`config.mk`:
```
export PLATFORM = sky130hd
export DESIGN_NAME = bitslice_mul_seq
export DESIGN_NICKNAME = d
export VERILOG_FILES = /design/src/rtl/bitslice_mul_seq.sv
export SDC_FILE = /design/constraint.sdc
export NUM_CORES = 1
export LEC_CHECK = 0
export BUFFER_PORTS_ARGS = -buffer_cell sky130_fd_sc_hd__buf_2
export CORE_MARGIN = 4
export CORE_UTILIZATION = 44
export DETAILED_ROUTE_END_ITERATION = 16
export GPL_TIMING_DRIVEN = 0
export PLACE_DENSITY = 0.75
export REMOVE_ABC_BUFFERS = 1
export SKIP_LAST_GASP = 1
export SLEW_MARGIN = 20
export SYNTH_ARGS = -nofsm -noshare
export SYNTH_HDL_FRONTEND = slang
export SYNTH_SLANG_ARGS = --single-unit
```
`constraint.sdc`:
```
create_clock -name clk -period 11.5 [get_ports clk]
set_input_delay 0.575 -clock clk [delete_from_list [all_inputs] [get_ports clk]]
set_output_delay 0.575 -clock clk [all_outputs]
set_load 0.02 [all_outputs]
```
`src/rtl/bitslice_mul_seq.sv`:
```
// bitslice_mul_seq: LANES independent unsigned W x W multipliers in bit-plane layout.
// One multiplier plane is consumed per RUN cycle; all lanes advance together.
module bitslice_mul_seq #(
  parameter int W     = 2,
  parameter int LANES = 16
) (
  input  logic                   clk,
  input  logic                   rst,
  input  logic                   in_valid,
  output logic                   in_ready,
  input  logic [W*LANES-1:0]     a_planes,
  input  logic [W*LANES-1:0]     b_planes,
  output logic                   out_valid,
  input  logic                   out_ready,
  output logic [2*W*LANES-1:0]   y_planes
);

  localparam int CW = (W > 1) ? $clog2(W) : 1;
  localparam int AW = 2 * W * LANES;

  typedef enum logic [1:0] {
    IDLE = 2'd0,
    RUN  = 2'd1,
    DONE = 2'd2
  } state_t;

  state_t                  r_state;
  state_t                  w_stateNext;
  logic [W*LANES-1:0]      r_a;
  logic [W*LANES-1:0]      r_b;
  logic [AW-1:0]           r_acc;
  logic [AW-1:0]           r_y;
  logic [CW-1:0]           r_cnt;
  logic [AW-1:0]           w_accNext;
  logic                    w_capture;
  logic                    w_lastStep;
  logic [W-1:0][LANES-1:0] w_pp;
  logic [W-1:0][LANES-1:0] w_top;
  logic [W:0][LANES-1:0]   w_carry;
  logic [W:0][LANES-1:0]   w_sum;

  assign w_capture  = (r_state == IDLE) && in_valid;
  assign w_lastStep = (r_state == RUN) && (r_cnt == CW'(W - 1));
  assign y_planes   = r_y;

  // The partial product is added into the upper W planes of the accumulator,
  // then the whole accumulator shifts down one plane; after W steps it holds a*b.
  always_comb begin
    w_pp    = '0;
    w_top   = '0;
    w_sum   = '0;
    w_carry = '0;
    for (int i = 0; i < W; i++) begin
      w_pp[i]        = r_a[i*LANES +: LANES] & r_b[LANES-1:0];
      w_top[i]       = r_acc[(W+i)*LANES +: LANES];
      w_sum[i]       = w_top[i] ^ w_pp[i] ^ w_carry[i];
      w_carry[i+1]   = (w_top[i] & w_pp[i]) | (w_top[i] & w_carry[i]) | (w_pp[i] & w_carry[i]);
    end
    w_sum[W] = w_carry[W];
  end

  assign w_accNext = AW'({w_sum, r_acc[W*LANES-1:0]} >> LANES);

  always_ff @(posedge clk or posedge rst) begin
    if (rst) begin
      r_state <= IDLE;
    end else begin
      r_state <= w_stateNext;
    end
  end

  always_comb begin
    w_stateNext = r_state;
    in_ready    = 1'b0;
    out_valid   = 1'b0;
    case (r_state)
      IDLE: begin
        in_ready = 1'b1;
        if (in_valid) w_stateNext = RUN;
      end
      RUN: begin
        if (w_lastStep) w_stateNext = DONE;
      end
      DONE: begin
        out_valid = 1'b1;
        if (out_ready) w_stateNext = IDLE;
      end
      default: w_stateNext = IDLE;
    endcase
  end

  // The multiplier copy shifts down one plane per step so plane 0 is always the live bit.
  always_ff @(posedge clk or posedge rst) begin
    if (rst) begin
      r_a   <= '0;
      r_b   <= '0;
      r_acc <= '0;
      r_cnt <= '0;
      r_y   <= '0;
    end else if (w_capture) begin
      r_a   <= a_planes;
      r_b   <= b_planes;
      r_acc <= '0;
      r_cnt <= '0;
    end else if (r_state == RUN) begin
      r_acc <= w_accNext;
      r_b   <= r_b >> LANES;
      r_cnt <= r_cnt + CW'(1);
      if (w_lastStep) r_y <= w_accNext;
    end
  end

endmodule

```
Yosys cells after proc, flatten, opt, wreduce, memory -nomap -nowiden
Cells that the tools add are included.
{"block": "totals", "register_bits": 195, "word_cells": 42, "output_inout_bits": 66}
{"block": "op_classes", "addsub": 1, "bitwise": 12, "mux": 12, "n_eq_ne": 5, "n_reduce_logical": 6}
{"cell": "$mux 64", "n": 2}
{"cell": "$and 16x16->16", "n": 6}
{"cell": "$mux 32", "n": 2}
{"cell": "$xor 16x16->16", "n": 3}
{"cell": "$or 16x16->16", "n": 2}
{"cell": "$mux 2", "n": 3}
{"cell": "$ne 2x2->1 const B", "n": 3}
{"cell": "$pmux 2 s3", "n": 1}
{"cell": "$reduce_and 3->1", "n": 2}
{"cell": "$mux 1", "n": 4}
{"cell": "$eq 2x1->1 const B", "n": 1}
{"cell": "$eq 2x2->1 const B", "n": 1}
{"cell": "$logic_and 1x1->1", "n": 2}
{"cell": "$logic_not 2->1", "n": 1}
{"cell": "$reduce_bool 2->1", "n": 1}
{"cell": "$add 1x1->1 const B", "n": 1}
{"cell": "$not 1->1", "n": 1}

Depth between registers and ports, before layout
Gate-level depths: netlist of the first run.
{"block": "depth", "word_depth": 7, "mapped_depth": 6, "mapped_depth_nobuf": 5}

Worst setup path after synthesis of the first run
No wires, ideal clock.
{"block": "synth_path", "path_kind": "reg2out", "start": "register r_state[1]", "end": "output port out_valid", "setup_slack_ps": 9781, "t_arrival_ps": 1144, "t_required_ps": 10925, "stages_incl_launch_ff": 5, "path_cell_list": "dfrtp_1 > buf_2 > inv_2 > clkbuf_1 > nor2_1"}
{"block": "synth_between", "elab_chain_len": 2}
{"element": "start: declaration", "line_no": "27", "rtl": "state_t r_state;"}
{"element": "start signal: assignment", "line_no": "68", "rtl": "r_state <= w_stateNext;"}
{"element": "$eq 2x2->1", "line_no": "76", "rtl": "case (r_state)"}
{"element": "$mux 1", "line_no": "76"}
{"element": "end: declaration", "line_no": "13", "rtl": "output logic out_valid,"}
Every way passes these cells.

Worst setup path after layout of the first run
{"block": "layout_path", "start": "register r_state[1]", "end": "register r_a[30]"}
{"block": "layout_between", "elab_chain_len": 2}
{"element": "$logic_not 2->1", "line_no": "42", "rtl": "assign w_capture = (r_state == IDLE) && in_valid;"}
{"element": "$logic_and 1x1->1", "line_no": "42"}
{"element": "end signal: assignment", "line_no": "101", "rtl": "r_a <= a_planes;"}
{"element": "end: declaration", "line_no": "29", "rtl": "logic [W*LANES-1:0] r_a;"}
Every way passes these cells.
A chain may end at the register's enable or synchronous reset.

==> results of run 1 <==
through the flow:
step | hold WS [ns] | power (mW) | util [%] | area (um^2)
finish | 0.208 | 2.52 | 54.2 | 9010
CTS | 0.223 | 2.54 | 54.0 | 8980
detailed placement | 0.469 | 1.92 | 50.2 | 8360
global route | 0.236 | 2.68 | 54.2 | 9010
global placement | 0.462 | 1.83 | 49.6 | 8250
floorplan | 0.449 | 1.59 | - | 7310
worst max-delay path, cell delays in order, from the launching register on:
cell and delay (ns):
dfrtp_1 0.72, nand2b_1 0.75, nor2_4 0.77, buf_16 0.24
mux2_1 0.36
cells by family (layout without fill, tap and decap cells):
family / count (synthesis) / after routing
fa+ha+maj: 32 / 32
compound gates: 134 / 134
flops: 179 / 179
mux: 94 / 94
buf+inv: 40 / 174
simple gates: 62 / 62
power by group:
| group | total, mW | internal [mW] | switching [mW] |
|---|---|---|---|
| combinational | 0.896 | 0.407 | 0.489 |
| sequential | 1.02 | 0.862 | 0.155 |
| clock | 0.606 | 0.357 | 0.250 |
flip-flops by register name, indices dropped and copies added (netlist names):
signal / flops
y_planes: 64
r_acc: 48
r_a: 32
r_b: 32
r_state: 2
r_cnt: 1
path summary, 6_finish.rpt:
| path | endpoint | start | cells past startpoint | slack, ns |
|---|---|---|---|---|
| max | r_a[30] | r_state[1] | 4 | 8.53 |
| min | r_acc[41] | rst | 2 | 0.21 |
| max reg2reg | r_a[30] | r_state[1] | 4 | 8.53 |
| min reg2reg | r_a[24] | r_a[24] | 1 | 0.48 |
| max in group asynchronous | r_state[0] | rst | 3 | 10.40 |
| min in group clk | r_state[1] | out_ready | 2 | 0.33 |
cell usage after synthesis (all sizes together):
cell type | count | area (um^2)
clkbuf | 8 | 30.0
and2 | 31 | 194
mux2 | 94 | 1060
ha | 16 | 200
nand2b | 2 | 12.5
a22o | 46 | 403
fa | 16 | 320
o31ai | 1 | 7.51
o21ai | 37 | 185
nand3b | 1 | 20.0
nor2b | 1 | 6.26
buf | 27 | 173
dfrtp | 179 | 4480
nand2 | 22 | 82.6
o21bai | 1 | 7.51
nor2 | 5 | 28.8
inv | 5 | 18.8
a21oi | 17 | 85.1
o22ai | 32 | 200
routing by layer:
| metal | global-route usage [%] | share of wire, % | routed length [um] | vias to the layer above |
|---|---|---|---|---|
| li1 | - | - | - | 2187 |
| met4 | 5.82 | 1.5 | 247 | 0 |
| met1 | 23.1 | 43 | 7320 | 2476 |
| met5 | 0 | 0 | 0 | - |
| met2 | 30.7 | 50 | 8420 | 156 |
| met3 | 4.90 | 5.4 | 919 | 24 |
layout make-up:
| cell class | count | area share [%] |
|---|---|---|
| clock buffers | 19 | 5.02 |
| clock inverters | 13 | 1.89 |
| inverters | 5 | 0.292 |
| multi-input cells | 322 | 31.4 |
| flip-flops and latches | 179 | 49.7 |
| well taps | 220 | 3.05 |
| repair buffers | 137 | 8.61 |
==> impl_metrics.tcl, run 1 <==
set metrics [dict create \
    multi_input_area_um2 2830 \
    num_rows 47 \
    fillers 1375 \
    crit_path_max_fanout 24 \
    drc_errors 0 \
    wl_per_cell_um 18.9 \
    cts_tree "yes" \
    worstPathArrival_ns 3.27 \
    num_io_pins 134 \
    cts-root-buf "clkbuf_16" \
    setup_viol 0 \
    htreeDepth 4 \
    power.density_nw_per_um2 280 \
    start_kind "register" \
    dp_hpwl_um 11200 \
    io_buffers 133 \
    hold_buffers 0 \
    antenna_left 0 \
    maxSlewViolCount 0 \
    first_global_vias 5410 \
    synth_cell_types 26 \
    final-seq-area_um2 4480 \
    die_w_um 139 \
    cts_sinks 179 \
    cts_buffers 17 \
    synth_top_family_by_area "multiplexers" \
    synth_adder_area_share_pct 6.93 \
    syn_area_um2 7510 \
    layout_min_cycle_time_ns 2.97 \
    synthMuxAreaShare_pct 14.1 \
    seq_area_frac_synth_pct 59.6 \
    fmax_mhz 337 \
    gp_congestion 0.770 \
    clock_latency_ns 0.42 \
    area_growth_pct 20.0 \
    dieArea_um2 19200 \
    grt-ovfl-total 0 \
    dr_total_vias 4843 \
    worst_pin_slew_ns 1.01 \
    vias_per_cell 5.41 \
    timing.final.ws_setup_ns 8.53 \
    grt_pass1_wl_um 28100 \
    postSynthAreaPerCell_um2 13.9 \
    grt.total_usage_pct 18.2 \
    start_util_pct 45.1 \
    critical_path_class "reg -> reg" \
    min_path_type "in -> async" \
    fin_tns_setup_ns 0 \
    post_cts_resized 0 \
    final_common_cell "dfrtp_1" \
    drt_pass1_iterations 7 \
    yosys.area_share.xor_xnor_pct 0 \
    grt_max_degree 101 \
    n_antenna_cell 0 \
    first_iter_violations 249 \
    layout_common_cells "dfrtp_1 (178), buf_2 (133), mux2_2 (64)" \
    synth_warnings 0 \
    run_status "finished clean" \
    rsz0062_at_grt "false" \
    relSlewSlack_pct 32.8 \
    synth_seq_cells 179 \
    clk_pin_slew_ns 0.07 \
    cts_buffer_depth 2 \
    finalWirelength_um 16900 \
    fp.coreArea_um2 16600 \
    cts_setup_buffers 0 \
    antenna_found_initial 0 \
    place_ws_ns 8.24 \
    required_ns 11.80 \
    hold_viol_final 0 \
    synth_compound_area_share_pct 11.8 \
    p_leak_nw 4.47 \
    drive_above_1_share_pct 36.0 \
    maxCapViolCount 0 \
    fin_cells 895 \
    synth-simple-area-share_pct 4.58 \
    die_h_um 139 \
    cp-end-kind "register" \
    nNetsFinal 762 \
    vdd_drop_max_v 0.000205 \
    placed_cells 862 \
    clock_skew_ns 0.00860 \
    synthCells 541 \
    post-route-period-util_pct 25.8 \
]
Note: power is estimated with default switching activity, not from simulation.
==> run 2, diff against run 1 <==
- ABC_AREA: unset -> 1
- clock period: 11.5 -> 3 ns (I/O delays scaled with it)
==> impl_metrics.tcl, run 2 <==
set metrics [dict create \
    start_util_pct 44.7 \
    layout_min_cycle_time_ns 2.16 \
    start_kind "register" \
    hold_buffers 64 \
    synthCells 881 \
    clock_skew_ns 0.00748 \
    drc_errors 0 \
    async_flop_share_pct 100 \
    fp.coreArea_um2 17200 \
    required_ns 3.30 \
    largest_reg_flops 64 \
    seq_area_frac_synth_pct 58.3 \
    synth_seq_cells 179 \
    grt-ovfl-total 0 \
    worstPathArrival_ns 2.46 \
    postLayoutCellArea_um2 9960 \
    critical_path_class "reg -> reg" \
    htreeDepth 4 \
    cp-end-kind "register" \
    synth_top_cell_area_share_pct 58.3 \
    synth_warnings 0 \
    power.density_nw_per_um2 888 \
    p_leak_nw 5.87 \
    antenna_left 0 \
    hold_viol_final 0 \
    layout_common_cells "nand2_1 (497), dfrtp_1 (179), buf_2 (132)" \
    num_io_pins 134 \
    dieArea_um2 19600 \
    grt.total_usage_pct 19.9 \
    whs_ns 0.0206 \
    postSynthAreaPerCell_um2 8.71 \
    placed_cell_area_um2 8750 \
    cts_buffers 17 \
    area_growth_pct 29.8 \
    syn_area_um2 7680 \
    drive_above_1_share_pct 16.7 \
    final_common_cell "nand2_1" \
    grt_pass1_wl_um 31900 \
    post-route-period-util_pct 72.1 \
    clk_pin_slew_ns 0.06 \
    drt_pass1_iterations 6 \
    relSlewSlack_pct 45.2 \
    nNetsFinal 1164 \
    fmax_mhz 462 \
    clock_latency_ns 0.42 \
    post_cts_resized 0 \
    synth_area_leaders "dfrtp_1 (58%), nand2_1 (24%), nand3_1 (5.2%)" \
    worst_pin_slew_ns 0.819 \
    grt_max_degree 71 \
    die_h_um 140 \
    io_buffers 133 \
    run_status "finished clean" \
    crit_path_max_fanout 65 \
    cts_setup_buffers 0 \
    n_antenna_cell 0 \
    vdd_drop_max_v 0.00104 \
    die_w_um 140 \
    synth_common_cells "nand2_1 (498), dfrtp_1 (179), nand3_1 (80)" \
    maxSlewViolCount 0 \
    vias_per_cell 4.85 \
    cts_buffer_depth 2 \
    synth_cell_types 17 \
    antenna_found_initial 0 \
    synth-main-ff-cell "dfrtp_1" \
    first_global_vias 6425 \
    synth_edf_count 0 \
    min_path_type "in -> reg" \
    maxCapViolCount 0 \
    wl_per_cell_um 14.3 \
    first_iter_violations 397 \
    finalWirelength_um 18600 \
    rsz0062_at_grt "false" \
    place_ws_ns 0.826 \
    setup_viol 0 \
    cts_sinks 179 \
    fillers 1533 \
    timing.final.ws_setup_ns 0.836 \
    synth_most_common_cell "nand2_1" \
    cts_tree "yes" \
    yosysTopAreaCell "dfrtp_1" \
    dr_total_vias 6299 \
    dp_hpwl_um 11500 \
    cts-root-buf "clkbuf_16" \
    num_rows 48 \
    gp_congestion 0.733 \
]
==> run 2: changes by cell type in the layout (fill, tap and decap cells not counted), moves of 3 or more <==
cell,before,now
a21oi_1,17,0
a22o_1,46,0
and2_1,31,0
buf_16,4,10
clkinvlp_4,5,2
dlygate4sd3_1,0,64
inv_1,2,37
inv_6,3,0
mux2_1,30,0
mux2_2,64,0
nand2_1,22,497
nand3_1,0,80
o21ai_0,36,2
o22ai_1,32,0
==> run 2: critical path, cell delays in order (launching register included) <==
cell     delay [ns]
dfrtp_1        0.52
inv_2          0.08
nor2_4         0.50
nand2_4        0.60
nand2_1        0.22
nand2_1        0.07
==> run 2: kinds of logic (layout without fill, tap and decap cells) <==
kind of cell             Yosys count  in the layout  share of synthesized area (%)
AO/OA/AOI/OAI                      4              4                          0.342
adder cells (fa/ha/maj)           32             32                           6.78
flip-flops                       179            179                           58.3
AND/OR/NAND/NOR                  583            583                           30.0
buffers and inverters             83            277                           4.50
==> run 2: final timing paths <==
kind                                   start      endpoint  slack, ns  cells after the start
min in group asynchronous                rst   y_planes[9]       0.30                      3
max in group asynchronous                rst       r_a[11]       2.03                      4
worst max register to register    r_state[0]  y_planes[57]       0.84                      5
worst min register to register     r_acc[22]   y_planes[6]       0.46                      2
worst min-delay path            b_planes[31]       r_b[31]       0.02                      3
worst max-delay path              r_state[0]  y_planes[57]       0.84                      5
==> run 2: cell type report <==
type / instances / area [um^2] / area share (%)
well taps: 225 / 282 / 2.83
multi-input cells: 619 / 2880 / 28.9
repair buffers: 208 / 1600 / 16.1
clock buffers: 21 / 460 / 4.62
clock inverters: 9 / 108 / 1.08
inverters: 39 / 154 / 1.54
flip-flops and latches: 179 / 4480 / 45.0
==> run 2: report_power, final <==
group          total, mW  switching (mW)  internal (mW)
Combinational       3.13            1.98           1.15
Clock               2.15           0.894           1.26
Sequential          3.56           0.427           3.13
Total               8.85            3.31           5.54
==> run 2: stage by stage <==
step / power [mW] / utilization [%] / setup TNS (ns) / instances
6_report: 8.85 / 58.0 / 0 / 1300
5_1_grt: 9.50 / 58.0 / 0 / 1300
4_1_cts: 8.94 / 58.0 / 0 / 1300
3_5_place_dp: 6.67 / 51.0 / 0 / 1206
3_3_place_gp: 6.04 / 49.1 / -973.32 / 1195
2_1_floorplan: 5.29 / - / -402.80 / 837
==> run 2: routing by layer <==
| layer | share of wire [%] | vias to the layer above | track usage (%) |
|---|---|---|---|
| met1 | 45 | 2998 | 27.7 |
| met2 | 47 | 202 | 31.6 |
| met5 | 0 | - | 0 |
| met3 | 5.8 | 30 | 3.79 |
| met4 | 1.6 | 0 | 6.43 |
| li1 | - | 3069 | - |
==> run 3, diff against run 2 <==
- clock period: 3 -> 2.2 ns (I/O delays scaled with it)
==> impl_metrics.tcl, run 3 (same netlist as run 2, synthesis figures left out) <==
set metrics [dict create \
    r2r_setup_slack_ns 0.15 \
    cts_buffer_depth 2 \
    n_antenna_cell 0 \
    grt_max_degree 71 \
    clk_pin_slew_ns 0.06 \
    rsz0062_at_grt "false" \
    die_h_um 140 \
    worst_r2r_endpoint "y_planes[46]" \
    layout_common_cells "nand2_1 (497), dfrtp_1 (179), buf_2 (132)" \
    crit_path_max_fanout 26 \
    first_global_vias 6500 \
    antenna_left 0 \
    cts_tree "yes" \
    start_kind "register" \
    htreeDepth 4 \
    relSlewSlack_pct 47.1 \
    drive_above_1_share_pct 16.8 \
    rr_worst_depth 7 \
    worstReg2RegStart "r_state[1]" \
    required_ns 2.55 \
    area_growth_pct 30.3 \
    clock_latency_ns 0.42 \
    grt-ovfl-total 0 \
    worst_pin_slew_ns 0.794 \
    drc_errors 0 \
    vias_per_cell 4.87 \
    cts-root-buf "clkbuf_16" \
    dp_hpwl_um 11500 \
    num_io_pins 134 \
    place_ws_ns 0.0263 \
    postLayoutCellArea_um2 10000 \
    fin_cells 1303 \
    gp_congestion 0.733 \
    nNetsFinal 1167 \
    wl_per_cell_um 14.6 \
    post-route-period-util_pct 93.3 \
    clock_skew_ns 0.00738 \
    layout_min_cycle_time_ns 2.05 \
    p_leak_nw 5.87 \
    grt.total_usage_pct 20.1 \
    first_iter_violations 398 \
    whs_ns 0.299 \
    dieArea_um2 19600 \
    fmax_mhz 487 \
    timing.final.ws_setup_ns 0.148 \
    worstPathArrival_ns 2.41 \
    min_path_type "in -> async" \
    power_mw 12.1 \
    power.density_nw_per_um2 1210 \
    cts_sinks 179 \
    start_util_pct 44.7 \
    placed_cell_area_um2 8750 \
    drt_pass1_iterations 4 \
    dr_total_vias 6352 \
    run_status "finished clean" \
    cts_buffers 17 \
    final_common_cell "nand2_1" \
    num_rows 48 \
    placed_cells 1206 \
    finalWirelength_um 19000 \
    maxCapViolCount 0 \
    vdd_drop_max_v 0.00172 \
    io_buffers 133 \
    die_w_um 140 \
    grt_pass1_wl_um 32200 \
    largest_reg_flops 64 \
    antenna_found_initial 0 \
    setup_viol 0 \
    cp-end-kind "register" \
    critical_path_class "reg -> reg" \
    maxSlewViolCount 0 \
    hold_viol_final 0 \
    fp.coreArea_um2 17200 \
]
==> run 3: power by group <==
| part | total [mW] | switching (mW) | internal [mW] |
|---|---|---|---|
| sequential | 4.88 | 0.605 | 4.27 |
| clock | 2.94 | 1.22 | 1.72 |
| combinational | 4.33 | 2.75 | 1.58 |
| total | 12.1 | 4.58 | 7.57 |
==> run 3: layout make-up <==
class,instances,area (um^2)
Sequential cell,179,4480
Clock inverter,9,108
Fill cell,1531,7170
Tap cell,225,282
Timing Repair Buffer,210,1620
Multi-Input combinational cell,620,2900
Inverter,39,154
Clock buffer,21,460
==> run 3: worst max-delay path, cell delays in order, from the launching register on <==
cell	delay, ns
dfrtp_1	0.50
inv_1	0.23
nand2_1	0.16
nor2_4	0.55
buf_16	0.24
buf_16	0.17
nand2_1	0.06
nand2_1	0.06
==> run 3: how the worst max path moves through the flow <==
stage                     from            to
floorplan                  rst        r_a[0]
global placement           rst  y_planes[60]
detailed placement  r_state[0]   y_planes[5]
CTS                 r_state[0]   y_planes[5]
global route        r_state[1]  y_planes[46]
finish              r_state[1]  y_planes[46]
==> run 3: layer usage <==
metal | GRT usage [%] | up-vias | part of all wire (%)
li1 | - | 3081 | -
met1 | 27.9 | 3055 | 46
met2 | 32.1 | 183 | 47
met3 | 3.82 | 33 | 5.0
met4 | 6.63 | 0 | 1.7
met5 | 0 | - | 0
==> run 3: through the flow <==
step	util, %	setup TNS (ns)
3_3_place_gp	49.1	-1251.36
4_1_cts	58.1	0
2_1_floorplan	-	-595.90
3_5_place_dp	51.0	0
6_report	58.2	0
5_1_grt	58.2	0
==> run 3: timing repair <==
action | CTS | global route
resized for setup | 0 | 2
setup endpoints to repair | 0 | 79
endpoints found under the hold margin | 116 | 0
setup buffers | 0 | 0
hold buffers | 66 | 0
